**config.mk**
```make
export PLATFORM = sky130hd
export DESIGN_NAME = frankie_mem_arbiter_flat
export DESIGN_NICKNAME = d
export VERILOG_FILES = /design/src/rtl/frankie_pkg.sv /design/src/rtl/frankie_mem_arbiter_if.sv /design/src/rtl/frankie_arb_pick.sv /design/src/rtl/frankie_mem_arbiter.sv /design/src/flat_wrapper.sv
export SDC_FILE = /design/constraint.sdc
export NUM_CORES = 1
export LEC_CHECK = 0
export CAP_MARGIN = 20
export CELL_PAD_IN_SITES_DETAIL_PLACEMENT = 1
export CELL_PAD_IN_SITES_GLOBAL_PLACEMENT = 1
export CORE_ASPECT_RATIO = 0.6
export CORE_MARGIN = 2
export CORE_UTILIZATION = 31
export CTS_CLUSTER_DIAMETER = 50
export DETAILED_ROUTE_END_ITERATION = 16
export GPL_ROUTABILITY_DRIVEN = 0
export PLACE_DENSITY = 0.83
export SYNTH_ARGS = -nofsm -noshare
export SYNTH_HDL_FRONTEND = slang
export SYNTH_SLANG_ARGS = --single-unit
```
**constraint.sdc**
```tcl
create_clock -name CLK -period 3.38 [get_ports CLK]
set_input_delay 0.507 -clock CLK [delete_from_list [all_inputs] [get_ports CLK]]
set_output_delay 0.507 -clock CLK [all_outputs]
set_load 0.1 [all_outputs]
```
**src/rtl/frankie_pkg.sv**
```systemverilog
// Shared types and constants for the Frankie main-memory arbiter.
package frankie_pkg;

  localparam int ADDR_W = 16;
  localparam int DATA_W = 16;

  localparam logic OWN_CPU = 1'b0;
  localparam logic OWN_IO  = 1'b1;

  typedef enum logic [1:0] {
    ARB_IDLE   = 2'b00,
    ARB_ACCESS = 2'b01,
    ARB_DONE   = 2'b10
  } arb_state_e;

  // Reload value for the access-latency counter (MEM_LAT is 1..7).
  function automatic logic [2:0] lat_init(input int mem_lat);
    return 3'(mem_lat - 1);
  endfunction

endpackage

```
**src/rtl/frankie_mem_arbiter_if.sv**
```systemverilog
// Requester and memory bus bundle for frankie_mem_arbiter.
// slave = arbiter view, master = requesters plus memory view.
interface frankie_mem_arbiter_if #(
  parameter int ADDR_W = frankie_pkg::ADDR_W,
  parameter int DATA_W = frankie_pkg::DATA_W
);
  logic              cpu_req;
  logic              cpu_we;
  logic [ADDR_W-1:0] cpu_addr;
  logic [DATA_W-1:0] cpu_wdata;
  logic              cpu_ack;
  logic [DATA_W-1:0] cpu_rdata;
  logic              cpu_stall;

  logic              io_req;
  logic              io_we;
  logic [ADDR_W-1:0] io_addr;
  logic [DATA_W-1:0] io_wdata;
  logic              io_ack;
  logic [DATA_W-1:0] io_rdata;

  logic              mem_en;
  logic              mem_we;
  logic [ADDR_W-1:0] mem_addr;
  logic [DATA_W-1:0] mem_wdata;
  logic [DATA_W-1:0] mem_rdata;

  logic              owner;
  logic              busy;

  modport slave (
    input  cpu_req, cpu_we, cpu_addr, cpu_wdata,
    input  io_req, io_we, io_addr, io_wdata,
    input  mem_rdata,
    output cpu_ack, cpu_rdata, cpu_stall,
    output io_ack, io_rdata,
    output mem_en, mem_we, mem_addr, mem_wdata,
    output owner, busy
  );

  modport master (
    output cpu_req, cpu_we, cpu_addr, cpu_wdata,
    output io_req, io_we, io_addr, io_wdata,
    output mem_rdata,
    input  cpu_ack, cpu_rdata, cpu_stall,
    input  io_ack, io_rdata,
    input  mem_en, mem_we, mem_addr, mem_wdata,
    input  owner, busy
  );
endinterface

```
**src/rtl/frankie_arb_pick.sv**
```systemverilog
// Combinational winner select between CPU and I/O requests.
// FRANKIE_ARB_RR_EN: round-robin on a tie; otherwise fixed CPU priority.
module frankie_arb_pick
  import frankie_pkg::*;
(
  input  logic cpu_req_i,
  input  logic io_req_i,
  input  logic last_owner_i,
  output logic winner_o
);

`ifdef FRANKIE_ARB_RR_EN
  // On a tie the requester not served last wins.
  always_comb begin
    winner_o = OWN_CPU;
    if (cpu_req_i && io_req_i) begin
      winner_o = ~last_owner_i;
    end else if (io_req_i) begin
      winner_o = OWN_IO;
    end else begin
      winner_o = OWN_CPU;
    end
  end
`else
  logic unused_last_owner;
  assign unused_last_owner = last_owner_i;

  // CPU wins every tie.
  always_comb begin
    winner_o = OWN_CPU;
    if (io_req_i && !cpu_req_i) begin
      winner_o = OWN_IO;
    end else begin
      winner_o = OWN_CPU;
    end
  end
`endif

endmodule

```
**src/rtl/frankie_mem_arbiter.sv**
```systemverilog
// Two-requester arbiter for Frankie's single-port main memory (IDLE/ACCESS/DONE).
// Tie policy selectable with FRANKIE_ARB_RR_EN (see frankie_arb_pick).
module frankie_mem_arbiter #(
  parameter int ADDR_W  = frankie_pkg::ADDR_W,
  parameter int DATA_W  = frankie_pkg::DATA_W,
  parameter int MEM_LAT = 1
) (
  input logic                  CLK,
  input logic                  Reset,
  frankie_mem_arbiter_if.slave bus
);
  import frankie_pkg::*;

  arb_state_e        state_q, state_d;
  logic              owner_q, owner_d;
  logic [2:0]        lat_q, lat_d;
  logic              we_q, we_d;
  logic [ADDR_W-1:0] addr_q, addr_d;
  logic [DATA_W-1:0] wdata_q, wdata_d;
  logic              mem_en_q, mem_en_d;
  logic              mem_we_q, mem_we_d;
  logic              cpu_ack_q, cpu_ack_d;
  logic              io_ack_q, io_ack_d;
  logic              busy_q, busy_d;
  logic [DATA_W-1:0] cpu_rdata_q, cpu_rdata_d;
  logic [DATA_W-1:0] io_rdata_q, io_rdata_d;
  logic              winner_s;

  frankie_arb_pick u_pick (
    .cpu_req_i    (bus.cpu_req),
    .io_req_i     (bus.io_req),
    .last_owner_i (owner_q),
    .winner_o     (winner_s)
  );

  // Next-state and registered-output logic.
  always_comb begin
    state_d     = state_q;
    owner_d     = owner_q;
    lat_d       = lat_q;
    we_d        = we_q;
    addr_d      = addr_q;
    wdata_d     = wdata_q;
    mem_en_d    = mem_en_q;
    mem_we_d    = 1'b0;
    cpu_ack_d   = 1'b0;
    io_ack_d    = 1'b0;
    cpu_rdata_d = cpu_rdata_q;
    io_rdata_d  = io_rdata_q;
    case (state_q)
      ARB_IDLE: begin
        if (bus.cpu_req || bus.io_req) begin
          owner_d = winner_s;
          if (winner_s == OWN_IO) begin
            we_d    = bus.io_we;
            addr_d  = bus.io_addr;
            wdata_d = bus.io_wdata;
          end else begin
            we_d    = bus.cpu_we;
            addr_d  = bus.cpu_addr;
            wdata_d = bus.cpu_wdata;
          end
          lat_d    = lat_init(MEM_LAT);
          mem_en_d = 1'b1;
          mem_we_d = we_d;
          state_d  = ARB_ACCESS;
        end else begin
          mem_en_d = 1'b0;
          state_d  = ARB_IDLE;
        end
      end
      ARB_ACCESS: begin
        if (lat_q == 3'd0) begin
          mem_en_d = 1'b0;
          state_d  = ARB_DONE;
          // Writes leave the requester's last read word in place.
          if (owner_q == OWN_IO) begin
            io_ack_d = 1'b1;
            if (!we_q) begin
              io_rdata_d = bus.mem_rdata;
            end else begin
              io_rdata_d = io_rdata_q;
            end
          end else begin
            cpu_ack_d = 1'b1;
            if (!we_q) begin
              cpu_rdata_d = bus.mem_rdata;
            end else begin
              cpu_rdata_d = cpu_rdata_q;
            end
          end
        end else begin
          lat_d = lat_q - 3'd1;
        end
      end
      ARB_DONE: begin
        state_d = ARB_IDLE;
      end
      default: begin
        state_d  = ARB_IDLE;
        mem_en_d = 1'b0;
      end
    endcase
    busy_d = (state_d != ARB_IDLE);
  end

  // State and output registers with synchronous reset.
  always_ff @(posedge CLK) begin
    if (Reset) begin
      state_q     <= ARB_IDLE;
      owner_q     <= OWN_IO;
      lat_q       <= 3'd0;
      we_q        <= 1'b0;
      addr_q      <= '0;
      wdata_q     <= '0;
      mem_en_q    <= 1'b0;
      mem_we_q    <= 1'b0;
      cpu_ack_q   <= 1'b0;
      io_ack_q    <= 1'b0;
      busy_q      <= 1'b0;
      cpu_rdata_q <= '0;
      io_rdata_q  <= '0;
    end else begin
      state_q     <= state_d;
      owner_q     <= owner_d;
      lat_q       <= lat_d;
      we_q        <= we_d;
      addr_q      <= addr_d;
      wdata_q     <= wdata_d;
      mem_en_q    <= mem_en_d;
      mem_we_q    <= mem_we_d;
      cpu_ack_q   <= cpu_ack_d;
      io_ack_q    <= io_ack_d;
      busy_q      <= busy_d;
      cpu_rdata_q <= cpu_rdata_d;
      io_rdata_q  <= io_rdata_d;
    end
  end

  assign bus.mem_en    = mem_en_q;
  assign bus.mem_we    = mem_we_q;
  assign bus.mem_addr  = addr_q;
  assign bus.mem_wdata = wdata_q;
  assign bus.cpu_ack   = cpu_ack_q;
  assign bus.cpu_rdata = cpu_rdata_q;
  assign bus.cpu_stall = bus.cpu_req & ~cpu_ack_q;
  assign bus.io_ack    = io_ack_q;
  assign bus.io_rdata  = io_rdata_q;
  assign bus.owner     = owner_q;
  assign bus.busy      = busy_q;

endmodule

```
**src/flat_wrapper.sv**
```systemverilog
// flat-port wrapper written by rule: the top's interface ports become plain ports
module frankie_mem_arbiter_flat import frankie_pkg::*;
#(
  parameter int ADDR_W  = frankie_pkg::ADDR_W,
  parameter int DATA_W  = frankie_pkg::DATA_W,
  parameter int MEM_LAT = 1
)
  (CLK, Reset, bus_cpu_req, bus_cpu_we, bus_cpu_addr, bus_cpu_wdata, bus_io_req, bus_io_we, bus_io_addr, bus_io_wdata, bus_mem_rdata, bus_cpu_ack, bus_cpu_rdata, bus_cpu_stall, bus_io_ack, bus_io_rdata, bus_mem_en, bus_mem_we, bus_mem_addr, bus_mem_wdata, bus_owner, bus_busy);
  frankie_mem_arbiter_if #(.ADDR_W(ADDR_W), .DATA_W(DATA_W)) bus_i ();
  input logic CLK;
  input logic Reset;
  input wire logic [$bits(bus_i.cpu_req)-1:0] bus_cpu_req;
  input wire logic [$bits(bus_i.cpu_we)-1:0] bus_cpu_we;
  input wire logic [$bits(bus_i.cpu_addr)-1:0] bus_cpu_addr;
  input wire logic [$bits(bus_i.cpu_wdata)-1:0] bus_cpu_wdata;
  input wire logic [$bits(bus_i.io_req)-1:0] bus_io_req;
  input wire logic [$bits(bus_i.io_we)-1:0] bus_io_we;
  input wire logic [$bits(bus_i.io_addr)-1:0] bus_io_addr;
  input wire logic [$bits(bus_i.io_wdata)-1:0] bus_io_wdata;
  input wire logic [$bits(bus_i.mem_rdata)-1:0] bus_mem_rdata;
  output wire logic [$bits(bus_i.cpu_ack)-1:0] bus_cpu_ack;
  output wire logic [$bits(bus_i.cpu_rdata)-1:0] bus_cpu_rdata;
  output wire logic [$bits(bus_i.cpu_stall)-1:0] bus_cpu_stall;
  output wire logic [$bits(bus_i.io_ack)-1:0] bus_io_ack;
  output wire logic [$bits(bus_i.io_rdata)-1:0] bus_io_rdata;
  output wire logic [$bits(bus_i.mem_en)-1:0] bus_mem_en;
  output wire logic [$bits(bus_i.mem_we)-1:0] bus_mem_we;
  output wire logic [$bits(bus_i.mem_addr)-1:0] bus_mem_addr;
  output wire logic [$bits(bus_i.mem_wdata)-1:0] bus_mem_wdata;
  output wire logic [$bits(bus_i.owner)-1:0] bus_owner;
  output wire logic [$bits(bus_i.busy)-1:0] bus_busy;
  assign bus_i.cpu_req = bus_cpu_req;
  assign bus_i.cpu_we = bus_cpu_we;
  assign bus_i.cpu_addr = bus_cpu_addr;
  assign bus_i.cpu_wdata = bus_cpu_wdata;
  assign bus_i.io_req = bus_io_req;
  assign bus_i.io_we = bus_io_we;
  assign bus_i.io_addr = bus_io_addr;
  assign bus_i.io_wdata = bus_io_wdata;
  assign bus_i.mem_rdata = bus_mem_rdata;
  assign bus_cpu_ack = bus_i.cpu_ack;
  assign bus_cpu_rdata = bus_i.cpu_rdata;
  assign bus_cpu_stall = bus_i.cpu_stall;
  assign bus_io_ack = bus_i.io_ack;
  assign bus_io_rdata = bus_i.io_rdata;
  assign bus_mem_en = bus_i.mem_en;
  assign bus_mem_we = bus_i.mem_we;
  assign bus_mem_addr = bus_i.mem_addr;
  assign bus_mem_wdata = bus_i.mem_wdata;
  assign bus_owner = bus_i.owner;
  assign bus_busy = bus_i.busy;
  frankie_mem_arbiter #(.ADDR_W(ADDR_W), .DATA_W(DATA_W), .MEM_LAT(MEM_LAT)) u_core (.CLK(CLK), .Reset(Reset), .bus(bus_i));
endmodule
```
==> results of run 1 <==
## worst min path at each step
| stage | start | to | slack [ps] | cells after the start |
|---|---|---|---|---|
| floorplan | u_core.lat_q[1] | u_core.lat_q[1] | 450 | 2 |
| global placement | u_core.bus.io_rdata[14] | u_core.bus.io_rdata[14] | 460 | 2 |
| detailed placement | u_core.bus.io_rdata[1] | u_core.bus.io_rdata[1] | 470 | 2 |
| CTS | u_core.bus.io_rdata[1] | u_core.bus.io_rdata[1] | 480 | 2 |
| global route | u_core.bus.io_rdata[6] | u_core.bus.io_rdata[6] | 490 | 2 |
| finish | u_core.bus.io_rdata[1] | u_core.bus.io_rdata[1] | 470 | 2 |
## report_power, final
part           leakage [nW]  internal, mW  switching [mW]
sequential            0.624         0.981          0.0566
combinational          1.23         0.324           0.802
clock                 0.158         0.681           0.359
total                  2.02          1.99            1.22
## Yosys cell counts (2+ instances only)
cell,n
a21o_1,3
a21oi_1,36
a311oi_1,32
and2_1,2
buf_2,7
buf_6,5
clkbuf_1,18
dfxtp_1,76
ha_1,2
inv_1,3
mux2i_1,33
nand2_1,67
nand2b_1,49
nor2_1,3
nor2b_1,2
nor3_1,4
nor3b_1,2
o21ai_0,3
or4b_2,2
## tightest hold or removal path: cells and delay by family (launching register included)
kind | cells | cell delay (ps)
multiplexers | 1 | 50
AND/OR/NAND/NOR | 1 | 60
flip-flops | 1 | 310
## per-stage QoR
stage,util [%],cell area (µm²)
finish,50.35,5261
global route,50.35,5261
CTS,50.35,5261
detailed placement,47.23,4936
global placement,47.09,4921
floorplan,-,3294
## registers in the layout, summed over array words and instances (netlist names)
name,count
u_core.bus.cpu_rdata,16
u_core.bus.mem_addr,16
u_core.state_q,2
u_core.bus.mem_wdata,16
u_core.bus.owner,1
u_core.bus.cpu_ack,1
u_core.bus.io_ack,1
u_core.lat_q,3
u_core.bus.io_rdata,16
u_core.we_q,1
u_core.bus.busy,1
u_core.bus.mem_we,1
u_core.bus.mem_en,1
## cell families after synthesis
| family | count (synthesis) | synth area share (%) |
|---|---|---|
| compound gates | 76 | 15.57 |
| flops | 76 | 46.18 |
| buf+inv | 34 | 5.393 |
| fa+ha+maj | 2 | 0.7595 |
| simple gates | 139 | 22.07 |
| mux | 33 | 10.03 |
## routing by layer
| metal | part of all wire (%) | vias to the layer above | routed length (µm) |
|---|---|---|---|
| met4 | 0.90 | 0 | 101 |
| met2 | 49 | 84 | 5458 |
| met1 | 44 | 1521 | 5006 |
| met5 | 0 | - | 0 |
| met3 | 6.1 | 9 | 684 |
| li1 | - | 1544 | - |
## cell type report
class | instances | area (µm²)
fill | 1184 | 5189
multi-input combinational | 250 | 1603
timing repair buffer | 165 | 1627
tap | 139 | 173.9
clock inverter | 4 | 72.57
inverter | 3 | 11.26
clock buffer | 11 | 252.7
sequential | 76 | 1521
==> reports/results.txt, run 1 <==
status = completed
actual slew at the worst max-slew pin = 1025 ps
TritonCTS clock tree = built
fin crit period = 2358 ps
WP data arrival = 1850 ps
Max Root-Sink Buffers = 2
Final Hold Vio Count = 0
synth warn = 0
WHS = 472.9 ps
FFs w/ async S/R, synth = 0%
nets = 593
Total Negative Setup Slacks = 0 ps
Max Freq = 0.4240 GHz
Syn Nets = 448
most frequent cells in the layout = clkdlybuf4s50_1 (153), dfxtp_1 (76), nand2_1 (67)
Top-Level Pins = 157
CTS Buf Count = 9
largest net degree at the start of global routing = 44
via count = 3158
relative slew slack = 31.42%
#FFs+latches synth = 76
CTS sink count = 76
crit start category = flop
Worst Setup SP = u_core.bus.mem_addr[6]
reg2reg end = u_core.bus.cpu_rdata[2]
Die Y = 83.85 µm
met1 GRT Util = 25.25%
CP Capture Type = output port
Post-Synthesis Cells = 360
Final setup viols = 0
reg2reg setup slack = 1460 ps
vias per inst = 4.873
critical path required time = 2870 ps
CP max stage delay = 1170 ps
htree depth = 3
crit path buf inv count = 1
post-synthesis cell type count = 30
Top delay family on crit path = buffers and inverters
fin. max-slew vios = 0
Post-Syn Area = 3294 µm²
HPWL after DPL = 8305 µm
vias in the first global route = 3312
Syn Area/Cell = 9.151 µm²
Die W = 137.1 µm
Clock Pin Slew Worst Setup and Hold Paths = 60 ps
Setup WS pre-CTS = 995.4 ps
Worst Hold Class = flop to flop
CP Depth = 1
Clock Tree Root = clkbuf_16
CP Max Fanout = 2
Synth area leaders = dfxtp_1 (46%), mux2i_1 (10%), nand2b_1 (9.3%)
r2r worst-path depth = 6
Leak = 2.016 nW
Most used DFF post-synth = dfxtp_1
initial antenna violation count = 0
Yosys top cell by area = dfxtp_1
crit path cell chain = clkdlybuf4s50_1
busiest layer in global routing = met2
Post-CTS Setup Bufs = 0
crit path kind = flop to output port
GR Util All Layers = 19.94%
Worst Skew = 4.527 ps
Finished Layout Cells = 648
first-pass GRT wire length = 17780 µm
wire per inst = 17.36 µm
Worst-Skew Late Latency = 330 ps
final WL = 11250 µm
Max-cap violations = 0
ANT nets after route = 0
RR Startpoint = u_core.lat_q[0]
area grow syn2layout = 59.70%
Post-CTS Hold Buffers = 0
count of cells resized by post-cts repair = 0
GR Overflow Total = 0
Std-Cell Rows = 29
Tcrit/Tclk final = 69.78%
Seq/Total Area, Yosys = 46.18%
pwr dens = 608.8 nW/µm²
commonest non-fill, non-tap cell in the layout = clkdlybuf4s50_1
diodes inserted = 0
Die ar. = 11490 µm²
Yosys top cell area share = 46.18%
setup ws final = 1022 ps
met3 Usage GRT = 6.193%
slowest CP cell = clkdlybuf4s50_1
ratio of cells with drive above 1 in the final layout = 6.680%
initial core utilization = 31.53%
Cells after DPL = 633
IO Port Bufs = 156
peak supply drop = 313.0 µV
Critical Path Sink = bus_mem_addr[6]
RSZ-0062 raised after global routing = false
DRC Markers = 0
DRT iter0 DRCs = 97
grt met2 use = 33.11%
Tot Pwr = 3.203 mW
1st-pass router iterations = 6
number of flops mapped to enable cells by yosys = 0
core area = 10450 µm²
(Power assumes the default switching activity.)
==> inputs of run 2 (changes only) <==
Settings changed: CORE_UTILIZATION 31 to 29, PLACE_DENSITY 0.83 to 0.78.
Clock period 3.38 ns to 2.3 ns, I/O delays scaled along.
==> run 2 against run 1 <==
  * Flip-flop and latch count is the same
  * Die area rose by 6.6%
  * Hold slack lost 66 ps
  * Critical path type is now flop to flop
  * Largest power group unchanged
  * Highest routed layer unchanged
==> reports/results.txt, run 2 (synthesis gave the netlist of run 1 again) <==
final WL = 10990 µm
Post-CTS Setup Bufs = 0
nets = 595
pwr dens = 915.1 nW/µm²
Max-cap violations = 0
Die W = 141.6 µm
uppermost layer routed = met4
fin. max-slew vios = 0
DRC Markers = 0
TritonCTS clock tree = built
Worst-Skew Late Latency = 330 ps
Max Freq = 0.5286 GHz
met3 WL = 627 µm
multi-input logic area = 1605 µm²
most used cell, CP = ha_1
GR Util All Layers = 17.82%
crit start category = flop
Setup WS pre-CTS = 382.1 ps
Max Root-Sink Buffers = 2
vias in the first global route = 3348
Die ar. = 12260 µm²
vias per inst = 4.791
DRT iter0 DRCs = 149
most frequent cells in the layout = clkdlybuf4s50_1 (84), buf_4 (79), dfxtp_1 (76)
CP Capture Type = flop
Final Hold Vio Count = 0
ANT nets after route = 0
htree depth = 3
largest net degree at the start of global routing = 55
met2 routed WL = 4993 µm
CTS Buf Count = 9
Clock Pin Slew Worst Setup and Hold Paths = 60 ps
RSZ-0062 raised after global routing = false
IO Port Bufs = 156
hold path start = Reset
GR Overflow Total = 0
1st-pass router iterations = 4
diodes inserted = 0
Worst Skew = 6.940 ps
Die Y = 86.56 µm
count of cells resized by post-cts repair = 0
core area = 11190 µm²
ratio of cells with drive above 1 in the final layout = 20.90%
Finished Layout Cells = 656
fill cell count = 1296
wire per inst = 16.75 µm
initial antenna violation count = 0
HPWL after DPL = 8307 µm
Post-CTS Hold Buffers = 0
reg2reg setup slack = 410 ps
initial core utilization = 29.45%
Leak = 2.161 nW
status = completed
WP data arrival = 2090 ps
area grow syn2layout = 56.32%
fin crit period = 1892 ps
setup ws final = 408.0 ps
Hold Path End = u_core.lat_q[2]
RR Startpoint = u_core.lat_q[0]
reg2reg end = u_core.bus.cpu_rdata[0]
critical path required time = 2490 ps
commonest non-fill, non-tap cell in the layout = clkdlybuf4s50_1
crit path kind = flop to flop
r2r worst-path depth = 6
CP Max Fanout = 9
Hold Path Cell Cnt = 2
Clock Tree Root = clkbuf_16
first-pass GRT wire length = 17170 µm
slowest CP cell = or3_1
relative slew slack = 63.01%
peak supply drop = 432.4 µV
Std-Cell Rows = 30
crit path cell chain = inv_1 -> ha_1 -> ha_1 -> nand3b_4 -> or3_1 -> mux2i_1
register area = 1521 µm²
Top-Level Pins = 157
actual slew at the worst max-slew pin = 554.9 ps
Final setup viols = 0
Cells after DPL = 640
Worst Hold Class = input pin to flop
via count = 3143
Total Negative Setup Slacks = 0 ps
met1 WL = 5250 µm
CTS sink count = 76
Tcrit/Tclk final = 82.26%
CP max stage delay = 590 ps
[run 2: cell types whose count changed in the layout (fill, tap and decap cells not counted), sizes merged]
cell and change:
clkbuf -1, inv +2, clkdlybuf4s50 -69, buf +71
[run 2: layout make-up]
cell class | instances | area share, %
inverters | 3 | 0.2187
repair buffers | 167 | 29.11
clock inverters | 6 | 1.822
well taps | 144 | 3.499
multi-input cells | 250 | 31.17
clock buffers | 10 | 4.640
flip-flops and latches | 76 | 29.54
[run 2: report_power, final]
| group | internal (mW) | switching, mW |
|---|---|---|
| registers | 1.44 | 0.0850 |
| logic | 0.445 | 1.17 |
| clock network | 0.990 | 0.581 |
| total | 2.88 | 1.84 |
[run 2: critical path, delay by kind of cell (launching register included)]
family	cells	cell delay, ps
AND/OR/NAND/NOR	2	740
adder cells (fa/ha/maj)	2	420
flip-flops	1	320
multiplexers	1	200
buffers and inverters	1	70
[run 2: per-layer routing]
metal | GRT usage [%] | vias to the layer above
li1 | - | 1543
met1 | 23.66 | 1494
met2 | 28.68 | 96
met3 | 4.972 | 10
met4 | 5.091 | 0
met5 | 0 | -
[run 2: stage by stage]
step / power (mW) / hold WS, ps / utilization (%) / area (µm²)
floorplan: 2.731 / 449.6 / - / 3297
global placement: 3.154 / 457.9 / 43.06 / 4817
detailed placement: 3.179 / 473.4 / 43.06 / 4817
CTS: 4.762 / 403.4 / 46.04 / 5150
global route: 4.894 / 437.6 / 46.04 / 5150
finish: 4.713 / 406.6 / 46.04 / 5150
[run 2: worst max-delay path by stage]
| stage | startpoint | to | slack (ps) | depth (start not counted) |
|---|---|---|---|---|
| detailed placement | bus_cpu_req | u_core.bus.mem_wdata[0] | 380 | 5 |
| CTS | u_core.lat_q[0] | u_core.bus.cpu_rdata[0] | 410 | 6 |
| global placement | bus_cpu_req | u_core.bus.mem_addr[1] | 480 | 5 |
| global route | u_core.lat_q[0] | u_core.bus.cpu_rdata[0] | 340 | 6 |
| floorplan | u_core.bus.cpu_ack | bus_cpu_stall | 360 | 1 |
| finish | u_core.lat_q[0] | u_core.bus.cpu_rdata[0] | 410 | 6 |
